[src/rtl/event_indicator_pkg.sv]
// Shared definitions for the event indicator: per-channel state encodings,
// default channel count and a sizing helper for the blink counter.
package event_indicator_pkg;

  localparam logic [1:0] ST_IDLE = 2'd0;
  localparam logic [1:0] ST_ON   = 2'd1;
  localparam logic [1:0] ST_OFF  = 2'd2;

  localparam int unsigned CH_DEFAULT = 5;

  // Blink counter only has to reach BLINKS-1; keep at least one bit.
  function automatic int unsigned blink_w(input int unsigned blinks);
    return (blinks > 1) ? int'($clog2(blinks)) : 1;
  endfunction

endpackage

[src/rtl/event_indicator_channel.sv]
// One LED channel: stretches a single-cycle event into BLINKS flashes of
// ON_TIME cycles lit, separated by OFF_TIME cycles dark.
//
// state   | meaning
// --------+---------------------------------------------------------
// ST_IDLE | no sequence running, LED dark, busy low
// ST_ON   | flash in progress, LED lit, cnt counts down the lit time
// ST_OFF  | gap between flashes, LED dark, cnt counts down the gap
module indicator_channel
  import event_indicator_pkg::*;
#(
  parameter int unsigned CNT_W    = 32,
  parameter int unsigned ON_TIME  = 5_000_000,
  parameter int unsigned OFF_TIME = 5_000_000,
  parameter int unsigned BLINKS   = 3
) (
  input  logic clk,
  input  logic rst,
  input  logic event_i,
  output logic led_o,
  output logic busy_o
);

  localparam int unsigned BLINK_W = blink_w(BLINKS);

  localparam logic [CNT_W-1:0]   ON_LOAD    = CNT_W'(ON_TIME - 1);
  localparam logic [CNT_W-1:0]   OFF_LOAD   = CNT_W'(OFF_TIME - 1);
  localparam logic [BLINK_W-1:0] BLINK_LAST = BLINK_W'(BLINKS - 1);

  logic [1:0]         state;
  logic [CNT_W-1:0]   cnt;
  logic [BLINK_W-1:0] blink;

  // Sequence FSM; an event restarts the full sequence from any state.
  always_ff @(posedge clk or posedge rst) begin
    if (rst) begin
      state  <= ST_IDLE;
      cnt    <= '0;
      blink  <= '0;
      led_o  <= 1'b0;
      busy_o <= 1'b0;
    end else if (event_i) begin
      state  <= ST_ON;
      cnt    <= ON_LOAD;
      blink  <= '0;
      led_o  <= 1'b1;
      busy_o <= 1'b1;
    end else begin
      case (state)
        ST_ON: begin
          if (cnt == '0) begin
            led_o <= 1'b0;
            if (blink == BLINK_LAST) begin
              // Last flash ends the sequence directly, no trailing gap.
              state  <= ST_IDLE;
              busy_o <= 1'b0;
            end else begin
              state <= ST_OFF;
              cnt   <= OFF_LOAD;
            end
          end else begin
            cnt <= cnt - 1'b1;
          end
        end
        ST_OFF: begin
          if (cnt == '0) begin
            state <= ST_ON;
            cnt   <= ON_LOAD;
            blink <= blink + BLINK_W'(1);
            led_o <= 1'b1;
          end else begin
            cnt <= cnt - 1'b1;
          end
        end
        ST_IDLE: begin
          led_o  <= 1'b0;
          busy_o <= 1'b0;
        end
        default: begin
          state  <= ST_IDLE;
          led_o  <= 1'b0;
          busy_o <= 1'b0;
        end
      endcase
    end
  end

endmodule

[src/rtl/event_indicator.sv]
// Event indicator top: CH independent LED stretch channels between the
// game FSM event pulses and the board LED pins.
module event_indicator
  import event_indicator_pkg::*;
#(
  parameter int unsigned CH       = CH_DEFAULT,
  parameter int unsigned CNT_W    = 32,
  parameter int unsigned ON_TIME  = 5_000_000,
  parameter int unsigned OFF_TIME = 5_000_000,
  parameter int unsigned BLINKS   = 3
) (
  input  logic          clk,
  input  logic          rst,
  input  logic [CH-1:0] event_i,
  output logic [CH-1:0] led_o,
  output logic [CH-1:0] busy_o
);

  // One fully independent channel per event line.
  for (genvar k = 0; k < CH; k++) begin : g_ch
    indicator_channel #(
      .CNT_W   (CNT_W),
      .ON_TIME (ON_TIME),
      .OFF_TIME(OFF_TIME),
      .BLINKS  (BLINKS)
    ) u_ch (
      .clk    (clk),
      .rst    (rst),
      .event_i(event_i[k]),
      .led_o  (led_o[k]),
      .busy_o (busy_o[k])
    );
  end

endmodule
[config.mk]
export PLATFORM = sky130hd
export DESIGN_NAME = event_indicator
export DESIGN_NICKNAME = d
export VERILOG_FILES = /design/src/rtl/event_indicator_pkg.sv /design/src/rtl/event_indicator_channel.sv /design/src/rtl/event_indicator.sv
export SDC_FILE = /design/constraint.sdc
export NUM_CORES = 1
export LEC_CHECK = 0
export ABC_AREA = 1
export BUFFER_PORTS_ARGS = -buffer_cell sky130_fd_sc_hd__clkbuf_2
export CAP_MARGIN = 20
export CORE_MARGIN = 2
export CORE_UTILIZATION = 25
export CTS_CLUSTER_DIAMETER = 60
export DETAILED_ROUTE_END_ITERATION = 10
export PLACE_DENSITY = 0.49
export SLEW_MARGIN = 20
export SYNTH_ARGS = -nofsm -noshare
export SYNTH_HDL_FRONTEND = slang
export SYNTH_SLANG_ARGS = --single-unit
[constraint.sdc]
create_clock -name clk -period 7.2 [get_ports clk]
set_input_delay 0.36 -clock clk [delete_from_list [all_inputs] [get_ports clk]]
set_output_delay 0.36 -clock clk [all_outputs]
set_load 0.05 [all_outputs]
---- Word level (Yosys, flattened, before mapping) ----
Index checks and enable logic that the tools add are counted.
operators by class
  add/subtract/negate cells ............... 10
  equality and inequality tests ........... 45
  muxes and demuxes ....................... 105
  reduce and logical (&&, ||, !) cells .... 50
operators by type and width
  kind                     number
  $mux W32                 20
  $pmux W32 S2             5
  $logic_not A32 Y1        5
  $sub A32 B1 Y32 const B  5
  $mux W2                  35
  $ne A3 B2 Y1 const B     15
  $mux W1                  30
  $pmux W2 S3              5
  $reduce_and A2 Y1        15
  $reduce_and A3 Y1        10
  $eq A2 B2 Y1 const B     10
  $ne A2 B2 Y1 const B     10
  $ne A4 B4 Y1 const B     5
  $pmux W1 S2              10
  $reduce_bool A2 Y1       10
  $reduce_bool A3 Y1       5
  $add A2 B1 Y2 const B    5
  $eq A2 B1 Y1 const B     5
  $logic_not A2 Y1         5
word-level totals
  register bits after elaboration ......... 190
  input port bits ......................... 7
  output and inout bits ................... 10
  logic and storage cells ................. 235

---- Longest topological paths before layout ----
Gate-level depths: netlist of run 1.
  depth in word-level cells ............... 5
  gate-level depth with buffers ........... 13
  mapped depth without buffers ............ 11

---- Modules after synthesis ----
Synthesis of run 1 repeated with hierarchy kept, for this count alone.
unflattened totals
  cells, all modules ...................... 1975
  area total of the unflattened synthesis .. 13023.7 um^2
modules (own cells, without submodules)
  module                                times used  cells each  area an instance (um^2)  sequential area each (um^2)
  indicator_channel (g_ch[0].u_ch ...)  4           395         2603.7                   950.9
  indicator_channel (g_ch[4].u_ch)      1           395         2608.8                   950.9

---- Least setup slack after synthesis of run 1 ----
Ideal clock, no wire load.
  path type ............................... register -> register
  start point ............................. register g_ch[0].u_ch.cnt[0]
  end point ............................... register g_ch[0].u_ch.cnt[25]
  setup time .............................. 116 ps
  data arrival time ....................... 1737 ps
  required time ........................... 7084 ps
  path slack .............................. 5347 ps
  cell stages (with the launch flop) ...... 14
  buffers on the path ..................... 2
  clock period less this slack ............ 1853 ps
  cells stage by stage .................... dfrtp_1 -> inv_1 -> ha_1 -> nand2_4 -> nor2_8 -> nand2_4 -> nor2_8 -> nand3_2 -> nand2_4 -> inv_2 -> buf_6 -> buf_6 -> nand2_1 -> nand2_1
on the way
  cells in the longest elaborated chain, start to end .. 4
  elaborated cells on any way between the ends .. 8
  classes of those cells .................. add/sub: 1; eq/ne: 1; mux: 4; reduce/logical: 2
RTL lines
  item                                                         line                                                          RTL
  from (decl)                                                  event_indicator_channel.sv:31                                 logic [CNT_W-1:0] cnt;
  from (signal assigned)                                       event_indicator_channel.sv:62                                 cnt <= cnt - 1'b1;
  from (signal assigned)                                       event_indicator_channel.sv:72                                 cnt <= cnt - 1'b1;
  $sub A32 B1 Y32 / $logic_not A32 Y1 (equally long branches)  n/a
  $mux W32, on equally long branches                           event_indicator_channel.sv:66, event_indicator_channel.sv:51
  $pmux W32 S2                                                 event_indicator_channel.sv:49                                 case (state)
  $mux W32                                                     event_indicator_channel.sv:42                                 end else if (event_i) begin
Parallel ways exist; a longest one is shown, timed or not.
A chain may end at the register's enable or synchronous reset.

---- Worst setup path after layout of run 1 ----
  start point ............................. register g_ch[3].u_ch.cnt[0]
  end point ............................... register g_ch[3].u_ch.cnt[6]
on the way
  cells in the longest elaborated chain, start to end .. 4
  elaborated cells on any way between the ends .. 8
  classes of those cells .................. add/sub: 1; eq/ne: 1; mux: 4; reduce/logical: 2
RTL lines
  item                                                         line
  from (decl)                                                  event_indicator_channel.sv:31
  from (signal assigned)                                       event_indicator_channel.sv:62
  from (signal assigned)                                       event_indicator_channel.sv:72
  $sub A32 B1 Y32 / $logic_not A32 Y1 (equally long branches)  n/a
  $mux W32, on equally long branches                           event_indicator_channel.sv:66, event_indicator_channel.sv:51
  $pmux W32 S2                                                 event_indicator_channel.sv:49
  $mux W32                                                     event_indicator_channel.sv:42
Parallel ways exist; a longest one is shown, timed or not.

==> results of run 1 <==
per-layer routing:
layer | vias up | share of wire | global-route usage
met5 | - | 0 | 0
met4 | 0 | 0.015 | 0.0427
met3 | 30 | 0.027 | 0.0189
met2 | 152 | 0.45 | 0.208
met1 | 5708 | 0.51 | 0.174
li1 | 6355 | - | -
layout make-up:
cell class / count / area, um2 / area share
tap: 688 / 861 / 0.0601
timing repair buffer: 21 / 121 / 0.00848
multi-input combinational: 1579 / 7280 / 0.509
clock buffer: 19 / 453 / 0.0316
clock inverter: 12 / 113 / 0.00787
sequential: 190 / 4750 / 0.332
inverter: 193 / 732 / 0.0511
flip-flops by register name, summed over array words and instances (netlist names):
name / cells
g_ch.u_ch.busy_o: 5
g_ch.u_ch.blink: 10
g_ch.u_ch.led_o: 5
g_ch.u_ch.state: 10
g_ch.u_ch.cnt: 160
cell usage in the layout, fill, tap and decap left out, types with 4 or more instances in the layout:
cell type | synthesis | final
sky130_fd_sc_hd__nand2_1 | 656 | 656
sky130_fd_sc_hd__nor2_1 | 405 | 405
sky130_fd_sc_hd__dfrtp_1 | 190 | 190
sky130_fd_sc_hd__inv_1 | 183 | 182
sky130_fd_sc_hd__nand3_1 | 137 | 137
sky130_fd_sc_hd__o21ai_0 | 117 | 117
sky130_fd_sc_hd__nand4_1 | 72 | 72
sky130_fd_sc_hd__xor2_1 | 41 | 41
sky130_fd_sc_hd__o21bai_1 | 28 | 28
sky130_fd_sc_hd__ha_1 | 25 | 25
sky130_fd_sc_hd__nor3_1 | 22 | 22
sky130_fd_sc_hd__clkbuf_16 | 0 | 17
sky130_fd_sc_hd__clkbuf_2 | 0 | 16
sky130_fd_sc_hd__o21ai_1 | 15 | 15
sky130_fd_sc_hd__o21ai_2 | 12 | 12
sky130_fd_sc_hd__nor2_2 | 11 | 11
sky130_fd_sc_hd__xnor2_1 | 8 | 8
sky130_fd_sc_hd__inv_2 | 7 | 7
sky130_fd_sc_hd__a21oi_1 | 5 | 5
sky130_fd_sc_hd__nand2_2 | 4 | 4
sky130_fd_sc_hd__nand3_2 | 4 | 4
sky130_fd_sc_hd__clkinv_2 | 0 | 4
sky130_fd_sc_hd__buf_4 | 13 | 4
how the worst max path moves through the flow:
stage	slack, ns	endpoint	cells past startpoint	startpoint
after global routing	3.65	g_ch[3].u_ch.cnt[3]	11	g_ch[3].u_ch.cnt[1]
after detailed placement	4.01	g_ch[3].u_ch.cnt[6]	11	g_ch[3].u_ch.cnt[0]
final	3.98	g_ch[3].u_ch.cnt[6]	11	g_ch[3].u_ch.cnt[0]
after CTS	3.97	g_ch[3].u_ch.cnt[6]	11	g_ch[3].u_ch.cnt[0]
after floorplan	1.67	g_ch[0].u_ch.blink[0]	1	rst
after global placement	4.13	g_ch[3].u_ch.cnt[1]	11	g_ch[3].u_ch.cnt[0]
critical path, cell delays in order (launching register included):
cell and delay [ns]:
sky130_fd_sc_hd__dfrtp_1 0.38, sky130_fd_sc_hd__inv_1 0.09, sky130_fd_sc_hd__ha_1 0.23, sky130_fd_sc_hd__nand2_1 0.16, sky130_fd_sc_hd__nor2_2 0.30, sky130_fd_sc_hd__nand2_1 0.11, sky130_fd_sc_hd__nor2_2 0.43, sky130_fd_sc_hd__nand3_1 0.15
sky130_fd_sc_hd__nand2_2 0.48, sky130_fd_sc_hd__inv_2 0.46, sky130_fd_sc_hd__nand2_1 0.21, sky130_fd_sc_hd__o21ai_2 0.07
stage by stage:
stage,hold slack (ns),setup WS [ns],std cells
6_report,0.0165,3.98,2702
5_1_grt,0.146,3.65,2702
4_1_cts,0.108,3.97,2702
3_5_place_dp,0.466,4.01,2671
3_3_place_gp,0.463,4.13,2671
2_1_floorplan,0.443,1.67,2030
cells by family (layout without fill, tap and decap cells):
kind of cell | Yosys count | count (layout)
compound gates | 182 | 182
xor+xnor | 49 | 49
fa+ha+maj | 25 | 25
buf+inv | 261 | 245
flops | 190 | 190
simple gates | 1323 | 1323
power by group:
group / total (W) / internal [W] / switching [W]
combinational: 0.00146 / 0.000427 / 0.00104
clock: 0.000953 / 0.000497 / 0.000456
sequential: 0.00149 / 0.00128 / 0.000211
==> reports/summary.txt, run 1 <==
ROUTING
------------------------------------------------------------------------------------------------------
Detailed-route wire length ..............................................................    33,800 um
Antenna-violating nets left .............................................................            0
Post-DR vias/cell .......................................................................         4.53
Number of detailed-routing iterations run before antenna repair .........................            7
Number of vias in the routed layout .....................................................       12,245
Wire length per cell after detailed routing .............................................      12.5 um
DRC violation count after routing .......................................................            0
Number of design-rule violations left by the first detailed-router iteration ............          927

YOSYS
------------------------------------------------------------------------------------------------------
Commonest cells in the synthesized netlist .............................................. sky130_fd_sc_hd__nand2_1 (656), sky130_fd_sc_hd__nor2_1 (405), sky130_fd_sc_hd__dfrtp_1 (190)
Post-synthesis cell area ................................................................   13,200 um2
Synthesized area per cell ...............................................................     6.48 um2
Simple logic cell fraction of the synthesized area ......................................        0.418
Area share of the leading cell type in the synthesized netlist ..........................        0.361
Part of the Yosys area used for sequential elements .....................................        0.361
Area share of fa/ha/maj cells after synthesis ...........................................       0.0238
Cell taking the most area after synthesis ............................................... sky130_fd_sc_hd__dfrtp_1
Async S/R FF share, synth ...............................................................         1.00
EDFF count, synth .......................................................................            0
Dominant combinational cell family by area after synthesis .............................. simple AND/OR/NAND/NOR gates
Syn. warnings ...........................................................................            0
Top area cells in the synthesized netlist ............................................... sky130_fd_sc_hd__dfrtp_1 (36%), sky130_fd_sc_hd__nand2_1 (19%), sky130_fd_sc_hd__nor2_1 (12%)
Yosys cell types ........................................................................           35
Ys flop type ............................................................................ sky130_fd_sc_hd__dfrtp_1
Mux share of post-synthesis cell area ...................................................            0
Complex-gate fraction of the synthesized area ...........................................       0.0790
Flip-flop and latch count after synthesis ...............................................          190
Number of cells produced by synthesis ...................................................        2,030
Count leader, synth ..................................................................... sky130_fd_sc_hd__nand2_1
Net Count, Synth ........................................................................        2,062
Parity-gate share of the synthesized area counting xor and xnor cells ...................       0.0326

DIE
------------------------------------------------------------------------------------------------------
Std cell rows ...........................................................................           84
Core box area ...........................................................................   52,200 um2
Initial core utilization ................................................................        0.252
Overall die area ........................................................................   54,500 um2
Num ports ...............................................................................           17
Die X-Extent ............................................................................       233 um
Die Span Y ..............................................................................       233 um

STA
------------------------------------------------------------------------------------------------------
Count of final setup violators ..........................................................            0
Worst rel slew slack ....................................................................        0.311
Maximum operating frequency .............................................................    0.310 GHz
Setup repair after global routing missed its margin .....................................        false
Final count of pins violating max slew ..................................................            0
Period utilization ......................................................................        0.448
Min cycle time layout ...................................................................      3.22 ns
Worst-Margin Slew .......................................................................      1.03 ns
Layout Skew .............................................................................    0.0158 ns
Setup TNS ...............................................................................         0 ns
Final hold violation count ..............................................................            0

LAYOUT
------------------------------------------------------------------------------------------------------
Share of cells above drive strength 1 ...................................................       0.0511
Utilization after layout ................................................................        0.274
Number of nets in the layout ............................................................        2,034
Layout fillers ..........................................................................        5,754
Diodes inserted .........................................................................            0
Post-synthesis to final-layout area growth ..............................................        8.86%
Summed area of non-filler cells in the final layout .....................................   14,300 um2

GLOBAL ROUTING
------------------------------------------------------------------------------------------------------
Antenna violations before repair ........................................................            0
Maximum number of pins on one net before global-route repair ............................          118
Global routing usage summed across all routing layers ...................................        0.128
First-pass GRT wire length ..............................................................    57,500 um
Vias in the first global route ..........................................................       11,593
Final global-route overflow total .......................................................            0

CLOCK TREE
------------------------------------------------------------------------------------------------------
Gates resized, CTS repair ...............................................................            0
CTS buffer count ........................................................................           17
TritonCTS clock tree ....................................................................          yes
Post CTS Setup Buffer Count .............................................................            0
Clock latency at the later pin of the worst-skew pair ...................................      0.46 ns
Hold buffer count at cts ................................................................            0
Cell at the root of the clock tree ...................................................... sky130_fd_sc_hd__clkbuf_16
Maximum buffer depth of the clock tree ..................................................            2
Clock transition at the register clock pins on the worst setup and hold paths after CTS .      0.07 ns
CTS sink cnt ............................................................................          190
Htree depth .............................................................................            4

CRITICAL PATH
------------------------------------------------------------------------------------------------------
Crit path max fanout ....................................................................           34
Start-to-end type of the worst setup path ...............................................   reg -> reg
Internal reg-to-reg setup slack .........................................................      3.98 ns
Data required time of the worst path ....................................................      7.52 ns
Arrival time reported for the critical path endpoint ....................................      3.54 ns
Worst r2r dst ........................................................................... g_ch[3].u_ch.cnt[6]
Startpoint type of the worst setup path .................................................    flip-flop
Cell count of the worst reg-to-reg path .................................................           11
Kind of end point of the critical path ..................................................    flip-flop
Origin of the critical flop-to-flop path ................................................ g_ch[3].u_ch.cnt[0]

POWER AND IR DROP
------------------------------------------------------------------------------------------------------
Total Power .............................................................................    0.00391 W
Power Density ...........................................................................   273 nW/um2
Peak supply drop ........................................................................       177 uV
Static leakage ..........................................................................      6.76 nW

RUN
------------------------------------------------------------------------------------------------------
Maximum Capacitance Violations ..........................................................            0

RUN STATUS
------------------------------------------------------------------------------------------------------
Result of the run .......................................................................    completed

PLACEMENT
------------------------------------------------------------------------------------------------------
Placer Congestion .......................................................................        0.859
Number of port buffers ..................................................................           16
Detailed placer's ending HPWL ...........................................................    23,600 um
Standard cell area after detailed placement .............................................   13,700 um2

WORST HOLD PATH
------------------------------------------------------------------------------------------------------
Hold Crit Class .........................................................................  in -> async

Note: power is estimated with default switching activity, not from simulation.
==> run 2: changes to the inputs <==
==> constraint.sdc (replaced) <==
create_clock -name clk -period 3.35 [get_ports clk]
set_input_delay 0.1675 -clock clk [delete_from_list [all_inputs] [get_ports clk]]
set_output_delay 0.1675 -clock clk [all_outputs]
set_load 0.05 [all_outputs]
==> run 2 against run 1 <==
  * Worst setup slack got worse by 3.2 ns
  * Flip-flop and latch count did not move
  * Design area rose by 0.79%
  * Via count down 0.21%
  * Combinational power is 120% higher
  * Die area stayed put
  * Total power grew 120%
  * Maximum frequency grew 25%
  * Non-clock buffer count is 10 higher
  * Hold slack better by 0.051 ns
  * Utilization grew 0.22 points
  * Sequential share of layout area shrank 0.26 points
  * Critical path type unchanged
  * Largest power group unchanged
==> reports/summary.txt, run 2 (synthesis gave the netlist of run 1 again) <==
RUN STATUS
------------------------------------------------------------------------------------------------------
Result of the run .......................................................................    completed

CLOCK TREE
------------------------------------------------------------------------------------------------------
Gates resized, CTS repair ...............................................................            0   unchanged
TritonCTS clock tree ....................................................................          yes
Clock latency at the later pin of the worst-skew pair ...................................      0.46 ns   about the same
Post CTS Setup Buffer Count .............................................................            0   unchanged
CTS buffer count ........................................................................           17   unchanged
Maximum buffer depth of the clock tree ..................................................            2   unchanged
Clock transition at the register clock pins on the worst setup and hold paths after CTS .      0.07 ns   about the same
Cell at the root of the clock tree ...................................................... sky130_fd_sc_hd__clkbuf_16
Htree depth .............................................................................            4   unchanged
CTS sink cnt ............................................................................          190   unchanged

GLOBAL ROUTING
------------------------------------------------------------------------------------------------------
First-pass GRT wire length ..............................................................    58,000 um   +0.83%
Global routing usage summed across all routing layers ...................................        0.130   +0.00171
Vias in the first global route ..........................................................       11,503   -0.78%
Final global-route overflow total .......................................................            0   unchanged
Antenna violations before repair ........................................................            0   unchanged
Maximum number of pins on one net before global-route repair ............................           76   -36%

PLACEMENT
------------------------------------------------------------------------------------------------------
Detailed placer's ending HPWL ...........................................................    24,100 um   +1.9%
Placer Congestion .......................................................................        0.855   -0.49%
Number of port buffers ..................................................................           16   unchanged

CRITICAL PATH
------------------------------------------------------------------------------------------------------
Worst r2r dst ........................................................................... g_ch[3].u_ch.cnt[9]
Origin of the critical flop-to-flop path ................................................ g_ch[3].u_ch.cnt[0]
Crit path max fanout ....................................................................           34   unchanged
Internal reg-to-reg setup slack .........................................................      0.78 ns   -3.20 ns
Start-to-end type of the worst setup path ...............................................   reg -> reg
Kind of end point of the critical path ..................................................    flip-flop
Startpoint type of the worst setup path .................................................    flip-flop
Cell count of the worst reg-to-reg path .................................................           11   unchanged
Launch point of the worst path .......................................................... g_ch[3].u_ch.cnt[0]
Cell family with the largest share of critical-path delay ............................... simple AND/OR/NAND/NOR gates
Buffers and inverters on the worst path .................................................            2   unchanged
Longest individual stage delay on the worst path ........................................      0.42 ns   -0.06 ns
Timing endpoint of the critical path .................................................... g_ch[3].u_ch.cnt[9]
Sequence of cells on the critical path .................................................. inv_1 > ha_1 > nand2_1 > nor2_2 > nand2_1 > nor2_2 > nand3_1 > nand2_2 > inv_2 > nand2_1 > o21ai_2
Arrival time reported for the critical path endpoint ....................................      2.89 ns   -0.65 ns
Cell with the largest stage delay on the worst path ..................................... sky130_fd_sc_hd__nor2_2
Data required time of the worst path ....................................................      3.67 ns   -3.85 ns
Number of cells on the critical path ....................................................           11   unchanged
Most common cell on crit path ........................................................... sky130_fd_sc_hd__nand2_1

STA
------------------------------------------------------------------------------------------------------
Final hold violation count ..............................................................            0   unchanged
Layout Skew .............................................................................   0.00897 ns   -0.00686 ns
Setup TNS ...............................................................................         0 ns   unchanged
Final count of pins violating max slew ..................................................            0   unchanged
Worst-Margin Slew .......................................................................     0.805 ns   -0.228 ns
Setup repair after global routing missed its margin .....................................        false
Maximum operating frequency .............................................................    0.389 GHz   +25%
Min cycle time layout ...................................................................      2.57 ns   -0.654 ns
Worst rel slew slack ....................................................................        0.460   +0.149
Count of final setup violators ..........................................................            0   unchanged
Period utilization ......................................................................        0.767   +0.319

LAYOUT
------------------------------------------------------------------------------------------------------
Max FFs per register ....................................................................          160   unchanged
Share of cells above drive strength 1 ...................................................       0.0543   +0.00318
Leading cell types in the layout, fill and taps excluded ................................ sky130_fd_sc_hd__nand2_1 (656), sky130_fd_sc_hd__nor2_1 (405), sky130_fd_sc_hd__dfrtp_1 (190)
Biggest regs ............................................................................ g_ch.u_ch.cnt (160), g_ch.u_ch.blink (10), g_ch.u_ch.state (10)
Most common library cell in the layout ignoring fill and taps ........................... sky130_fd_sc_hd__nand2_1
Most flops, register .................................................................... g_ch.u_ch.cnt
Post-synthesis to final-layout area growth ..............................................        9.71%
Number of nets in the layout ............................................................        2,044   +0.49%
Diodes inserted .........................................................................            0   unchanged

POWER AND IR DROP
------------------------------------------------------------------------------------------------------
Power Density ...........................................................................   584 nW/um2   +110%
Net switching power of the design .......................................................    0.00363 W   +110%
Fraction of power consumed by sequential logic ..........................................        0.379   -0.002
Combinational share of power ............................................................        0.375   about the same
Sw Ratio ................................................................................        0.431   -0.00489
Internal ................................................................................    0.00479 W   +120%
Total Power .............................................................................    0.00842 W   +120%
Relative contribution of the clock network to total power ...............................        0.246   +0.002
Static leakage ..........................................................................      6.83 nW   +0.94%
Peak supply drop ........................................................................       412 uV   +130%

DIE
------------------------------------------------------------------------------------------------------
Die X-Extent ............................................................................       233 um   unchanged
Overall die area ........................................................................   54,500 um2   unchanged
Num ports ...............................................................................           17   unchanged
Core box area ...........................................................................   52,200 um2   unchanged
Die Span Y ..............................................................................       233 um   unchanged
Std cell rows ...........................................................................           84   unchanged
Initial core utilization ................................................................        0.252   unchanged

ROUTING
------------------------------------------------------------------------------------------------------
Detailed-route wire length ..............................................................    34,000 um   +0.54%
Number of vias in the routed layout .....................................................       12,219   -0.21%
Wire length per cell after detailed routing .............................................      12.5 um   +0.13%
Number of detailed-routing iterations run before antenna repair .........................            9   +2
Post-DR vias/cell .......................................................................         4.50   -0.62%
Number of design-rule violations left by the first detailed-router iteration ............          632   -32%
DRC violation count after routing .......................................................            0   unchanged
Antenna-violating nets left .............................................................            0   unchanged

WORST HOLD PATH
------------------------------------------------------------------------------------------------------
Hold Crit Class .........................................................................    in -> reg

RUN
------------------------------------------------------------------------------------------------------
Maximum Capacitance Violations ..........................................................            0   unchanged

-- run 2: worst min path at each step --
stage | start | to | slack [ns] | cells after the start
after floorplan | event_i[1] | g_ch[1].u_ch.cnt[14] | 0.31 | 2
after global routing | event_i[1] | g_ch[1].u_ch.cnt[14] | 0.08 | 3
after global placement | rst | g_ch[3].u_ch.led_o | 0.11 | 2
after detailed placement | rst | g_ch[3].u_ch.led_o | 0.11 | 2
final | event_i[1] | g_ch[1].u_ch.cnt[14] | 0.07 | 3
after CTS | event_i[1] | g_ch[1].u_ch.cnt[14] | 0.04 | 3
-- run 2: worst reg2reg max path, stage by stage (launching register included) --
cell and delay [ns]:
sky130_fd_sc_hd__dfrtp_1 0.38, sky130_fd_sc_hd__inv_1 0.10, sky130_fd_sc_hd__ha_1 0.22, sky130_fd_sc_hd__nand2_1 0.15, sky130_fd_sc_hd__nor2_2 0.29, sky130_fd_sc_hd__nand2_1 0.11, sky130_fd_sc_hd__nor2_2 0.42, sky130_fd_sc_hd__nand3_1 0.16
sky130_fd_sc_hd__nand2_2 0.11, sky130_fd_sc_hd__inv_2 0.27, sky130_fd_sc_hd__nand2_1 0.18, sky130_fd_sc_hd__o21ai_2 0.06
-- run 2: per-layer routing --
layer,part of all wire,global-route usage,wire length (um),vias up
li1,-,-,-,6389
met4,0.014,0.0403,481,0
met3,0.028,0.0164,948,22
met2,0.45,0.211,15300,152
met1,0.51,0.180,17200,5656
met5,0,0,0,-
-- run 2: what timing repair did --
item	in CTS	in global routing
endpoints found under the setup margin	0	0
hold buffers	1	0
endpoints found under the hold margin	189	0
-- run 2: area by class of cell --
class,count,area [um2]
well taps,688,861
inverters,193,728
repair buffers,31,233
clock inverters,8,78.8
flip-flops and latches,190,4750
fillers,5716,37800
multi-input cells,1579,7280
clock buffers,24,492
-- run 2: per-stage QoR --
step / instance area (um2) / setup slack, ns / utilization / instances / hold slack [ns]
2_1_floorplan: 13200 / 0.734 / - / 2030 / 0.310
3_3_place_gp: 13800 / 0.868 / 0.265 / 2680 / 0.112
3_5_place_dp: 13800 / 0.770 / 0.265 / 2680 / 0.108
4_1_cts: 14400 / 0.752 / 0.276 / 2713 / 0.0445
5_1_grt: 14400 / 0.410 / 0.276 / 2713 / 0.0832
6_report: 14400 / 0.782 / 0.276 / 2713 / 0.0678
-- run 2: power groups by stage --
stage	sequential [W]	combinational (W)	clock, W
after floorplan	0.00310	0.00267	0
after global placement	0.00323	0.00312	0
after detailed placement	0.00323	0.00320	0
after CTS	0.00319	0.00321	0.00215
after global routing	0.00326	0.00370	0.00224
final	0.00319	0.00316	0.00207
